--- src/rtl/excp_flush_ctrl_pkg.sv ---
// ---------------------------------------------------------------------------
// excp_flush_ctrl_pkg
//   Shared definitions for the exception/eret flush controller:
//     - controller state encoding
//     - reset value of the latched redirect pc
//     - exception-type field widths used by CP0 and the pipeline
//     - writeback-kill select helper
// ---------------------------------------------------------------------------
package excp_flush_ctrl_pkg;

  typedef enum logic [1:0] {
    ST_IDLE     = 2'd0,
    ST_HOLD     = 2'd1,
    ST_FLUSH    = 2'd2,
    ST_REDIRECT = 2'd3
  } excp_state_e;

  localparam logic [31:0] EXCP_RESET_PC = 32'h0000_0000;

  // Exception-type fields carried alongside a request.
  localparam int EXCCODE_W  = 5;
  localparam int EXCTYPE_W  = 4;
  localparam int FLUSH_CNT_W = 4;

  // Lane 1 faulting kills both lanes (lane 2 is younger); lane 2 alone only
  // kills itself. An unattributed request (e.g. interrupt) kills both.
  function automatic logic [1:0] wb_kill_sel(input logic by_i1, input logic by_i2);
    if (by_i1)      return 2'b11;
    else if (by_i2) return 2'b10;
    else            return 2'b11;
  endfunction

endpackage

--- src/rtl/excp_flush_ctrl.sv ---
// ---------------------------------------------------------------------------
// excp_flush_ctrl
//   Sequences a CP0 exception/eret: optionally waits for a MEM stall to clear,
//   flushes IF/ID/EX/MEM for FLUSH_CYCLES cycles, and offers the redirect pc
//   to IF until accepted.
//
// Ports
//   clk, rst               clock, async active-low reset
//   excp_req, excp_pc      flush request and redirect target from CP0
//   caused_by_i1/_i2       originating lane of the request
//   mem_stall              MEM frozen by a D-cache miss
//   fetch_ready            IF accepts a redirect this cycle
//   flush_if/id/ex/mem     stage-register flushes
//   wb_kill[1:0]           same-cycle writeback suppression, lane2:lane1
//   redirect_valid/_pc     redirect offer to IF
//   excp_busy              controller not idle
// ---------------------------------------------------------------------------
module excp_flush_ctrl
  import excp_flush_ctrl_pkg::*;
#(
  parameter int FLUSH_CYCLES = 2
) (
  input  logic        clk,
  input  logic        rst,
  input  logic        excp_req,
  input  logic [31:0] excp_pc,
  input  logic        caused_by_i1,
  input  logic        caused_by_i2,
  input  logic        mem_stall,
  input  logic        fetch_ready,
  output logic        flush_if,
  output logic        flush_id,
  output logic        flush_ex,
  output logic        flush_mem,
  output logic [1:0]  wb_kill,
  output logic        redirect_valid,
  output logic [31:0] redirect_pc,
  output logic        excp_busy
);

  localparam logic [FLUSH_CNT_W-1:0] CNT_LOAD = FLUSH_CNT_W'(FLUSH_CYCLES - 1);

  excp_state_e            state_q, state_d;
  logic [FLUSH_CNT_W-1:0] cnt_q, cnt_d;
  logic [31:0]            pc_q, pc_d;
  logic                   acc_q, acc_d;
  logic                   flush_all;

  always_ff @(posedge clk or negedge rst) begin
    if (!rst) begin
      state_q <= ST_IDLE;
      cnt_q   <= '0;
      pc_q    <= EXCP_RESET_PC;
      acc_q   <= 1'b0;
    end else begin
      state_q <= state_d;
      cnt_q   <= cnt_d;
      pc_q    <= pc_d;
      acc_q   <= acc_d;
    end
  end

  always_comb begin
    state_d        = state_q;
    cnt_d          = cnt_q;
    pc_d           = pc_q;
    acc_d          = acc_q;
    flush_all      = 1'b0;
    redirect_valid = 1'b0;
    wb_kill        = 2'b00;
    case (state_q)
      ST_IDLE: begin
        if (excp_req) begin
          pc_d    = excp_pc;
          wb_kill = wb_kill_sel(caused_by_i1, caused_by_i2);
          if (mem_stall) begin
            state_d = ST_HOLD;
          end else begin
            state_d = ST_FLUSH;
            cnt_d   = CNT_LOAD;
          end
        end
      end
      ST_HOLD: begin
        if (!mem_stall) begin
          state_d = ST_FLUSH;
          cnt_d   = CNT_LOAD;
        end
      end
      ST_FLUSH: begin
        flush_all      = 1'b1;
        redirect_valid = 1'b1;
        if (cnt_q == '0) begin
          // Leave flush; skip REDIRECT if IF already took the pc.
          if (acc_q || fetch_ready) begin
            state_d = ST_IDLE;
            acc_d   = 1'b0;
          end else begin
            state_d = ST_REDIRECT;
          end
        end else begin
          cnt_d = cnt_q - 1'b1;
          if (fetch_ready) acc_d = 1'b1;
        end
      end
      ST_REDIRECT: begin
        redirect_valid = 1'b1;
        if (fetch_ready) begin
          state_d = ST_IDLE;
          acc_d   = 1'b0;
        end
      end
      default: state_d = ST_IDLE;
    endcase
    // wb_kill is a combinational path from excp_req; hold it off during reset.
    if (!rst) wb_kill = 2'b00;
  end

  assign flush_if    = flush_all;
  assign flush_id    = flush_all;
  assign flush_ex    = flush_all;
  assign flush_mem   = flush_all;
  assign redirect_pc = redirect_valid ? pc_q : EXCP_RESET_PC;
  assign excp_busy   = (state_q != ST_IDLE);

endmodule

--- config.mk ---
export PLATFORM = sky130hd
export DESIGN_NAME = excp_flush_ctrl
export DESIGN_NICKNAME = d
export VERILOG_FILES = /design/src/rtl/excp_flush_ctrl_pkg.sv /design/src/rtl/excp_flush_ctrl.sv
export SDC_FILE = /design/constraint.sdc
export NUM_CORES = 1
export LEC_CHECK = 0
export CORE_ASPECT_RATIO = 0.6
export CORE_UTILIZATION = 35
export CTS_CLUSTER_SIZE = 25
export DETAILED_ROUTE_END_ITERATION = 8
export DONT_BUFFER_PORTS = 1
export GPL_TIMING_DRIVEN = 0
export PLACE_DENSITY = 0.55
export SLEW_MARGIN = 20
export SYNTH_ARGS = -nofsm -noshare
export SYNTH_HDL_FRONTEND = slang
export SYNTH_SLANG_ARGS = --single-unit
--- constraint.sdc ---
create_clock -name clk -period 1.8 [get_ports clk]
set_input_delay 0.27 -clock clk [delete_from_list [all_inputs] [get_ports clk]]
set_output_delay 0.27 -clock clk [all_outputs]
set_load 0.05 [all_outputs]
==> impl_metrics.toml <==
[route]
wirelength_um = 3770
drt-initial-drc-count = 52
ant_nets = 0
vias = 1183
wl_per_cell_um = 15.9
drc = 5
firstDrtPassIters = 7
viasPerCell = 4.99

[worst_setup_path]
path_class = "reg -> out"
startpoint_type = "flip-flop"
cpPeakStageDelay_ns = 0.41
cp_cell_sequence = "buf_6 > nor3b_4 > and2_4 > a21boi_4"
worstPathMaxFanout = 5
critPathSlowestCell = "a21boi_4"
worstPathRequired_ns = 1.53
critPathArrivalTime_ns = 1.67
end_kind = "primary output"

[logic_synthesis]
yosysSeqAreaShare_pct = 50.4
synth_top_family_by_area = "multiplexers"
async_flop_share_pct = 100
synth_area_leaders = "dfrtp_1, mux2_2, and2_1"
synth.cell_area_um2 = 1940
syn-instance-count = 159
synth-edff-count = 0
ys.flop_type = "dfrtp_1"
yosys.area_share.simple_pct = 16.8
yosysWarningCount = 0
synth.distinct_cells = 30
synthMuxAreaShare_pct = 19.1
synth_xor_area_share_pct = 0
synth.ff_latch_count = 39
synth_compound_area_share_pct = 5.56
syn_avg_cell_area_um2 = 12.2
yosys.area.top_type_share_pct = 50.4
synth_fa_ha_area_share_pct = 1.29
syn_nets = 200
yosys.area.top_type = "dfrtp_1"

[timing]
finalSetupViolCount = 1
hold_slack_ns = 0.0877
fmax_mhz = 515
setup_ws_ns = -0.142
rsz0062_at_grt = "true"
final_hold_viol_count = 0
worst_pin_slew_ns = 0.588
period_needed_ns = 1.94
fin_crit_sh_pct = 108
slew-limit-headroom_pct = 60.9
finClkSkew_ns = 0.00446
drv_slew = 0

[floorplan]
core.rowCount = 20
boundaryPins = 79
core-area_um2 = 5180
start_util_pct = 37.4
die_area_um2 = 5840
die_h_um = 59.6
die_x_um = 98.0

[finish]
nNetsFinal = 211
drive_gt1_share_pct = 45.0
syn_to_final_growth_pct = 14.4
num-fill-cells = 475
finalNonFillerCells = 237
finish.utilization_pct = 42.7
antenna_cells = 0

[grt]
grt_pass1_vias = 1230
grt_max_degree = 40
overflow = 0
grt_pass1_wl_um = 6110
antenna_found_initial = 0
grt_use_total_pct = 14.0

[min_path]
holdCritPathClass = "in -> reg"

[run_status]
failed_checks = "design-rule violations, negative setup slack"
outcome = "finished with violations"

[clock_tree]
clock_sinks = 39
cts_tree = "done"
insertion_delay_ns = 0.28
clock_path_buffers = 2
numCtsBuffers = 5
htree_levels = 2
root_buffer = "clkbuf_8"
clkTransAtPathRegs_ns = 0.07

[place]
finalWeightedCongestion = 0.758
place_inst = 225
place_ws_ns = -0.0846
io_buffers = 0
hpwl_um = 2770

[job]
drv_cap = 0
==> layout by cell type (no fill, tap or decap), types with 4 or more instances in the layout <==
cell	n
dfrtp_1	39
mux2_2	28
and2_2	19
and2_1	12
clkbuf_8	7
inv_1	6
buf_4	6
buf_6	5
a21oi_1	5
clkbuf_1	4
mux2_1	4
nor2_1	4
nand3_1	4
==> per-layer routing <==
metal	global-route usage (%)	up-vias	part of all wire, %
li1	-	558	-
met1	17.4	576	44
met2	21.9	47	46
met3	5.90	2	9.3
met4	5.19	0	0.40
met5	0	-	0
==> final cells by class <==
| class | instances | area (µm²) | share of cell area (%) |
|---|---|---|---|
| Buffer | 12 | 105 | 4.75 |
| Multi-Input combinational cell | 100 | 868 | 39.2 |
| Timing Repair Buffer | 5 | 52.6 | 2.37 |
| Inverter | 7 | 28.8 | 1.30 |
| Tap cell | 66 | 82.6 | 3.73 |
| Clock buffer | 8 | 100 | 4.52 |
| Sequential cell | 39 | 976 | 44.1 |
==> state kept, by name, indices dropped and copies added, names as in the netlist <==
signal / count
pc_q: 32
acc_q: 1
cnt_q: 4
state_q: 2
==> worst paths after layout <==
path / start / cells past startpoint / endpoint / slack, ns
min: fetch_ready / 1 / state_q[0] / 0.09
max in group asynchronous: rst / 2 / pc_q[21] / 1.17
max reg2reg: state_q[1] / 6 / pc_q[22] / 0.20
max: state_q[1] / 4 / wb_kill[0] / -0.14
min reg2reg: pc_q[17] / 1 / pc_q[17] / 0.48
min in group asynchronous: rst / 2 / pc_q[25] / 0.44
==> worst max-delay path: cells and delay by family, from the launching register on <==
kind                   cells  cell delay [ns]
buffers and inverters      1             0.13
flip-flops                 1             0.37
AND/OR/NAND/NOR            2             0.48
AO/OA/AOI/OAI              1             0.41
==> metrics by stage <==
step	area, µm²	TNS (ns)
after floorplan	1950	0
after global placement	2030	-0.168
after detailed placement	2030	-0.222
after CTS	2190	-0.193
after global routing	2210	-0.196
final	2210	-0.142
==> kinds of logic after synthesis <==
logic type,after synthesis
mux,33
buf+inv,20
compound gates,15
simple gates,50
flops,39
fa+ha+maj,2
==> what timing repair did <==
item                                    4_1_cts  5_1_grt
hold buffers                                  2        0
gates resized for setup                      22        2
endpoints found under the hold margin        39        0
buffers inserted                              1        2
endpoints found under the setup margin       34       23
pin swaps                                     1        2
==> Yosys cell counts, types with 4 or more instances <==
| master | n |
|---|---|
| buf_6 | 4 |
| nor2_1 | 4 |
| nand3_1 | 4 |
| mux2_1 | 4 |
| and2_1 | 33 |
| a21oi_1 | 5 |
| buf_4 | 4 |
| inv_1 | 6 |
| dfrtp_1 | 39 |
| clkbuf_1 | 4 |
| mux2_2 | 28 |
Power is left out: the tool's default activity adds up to more than one toggle a clock period on the data nets, which glitch-free logic cannot reach.
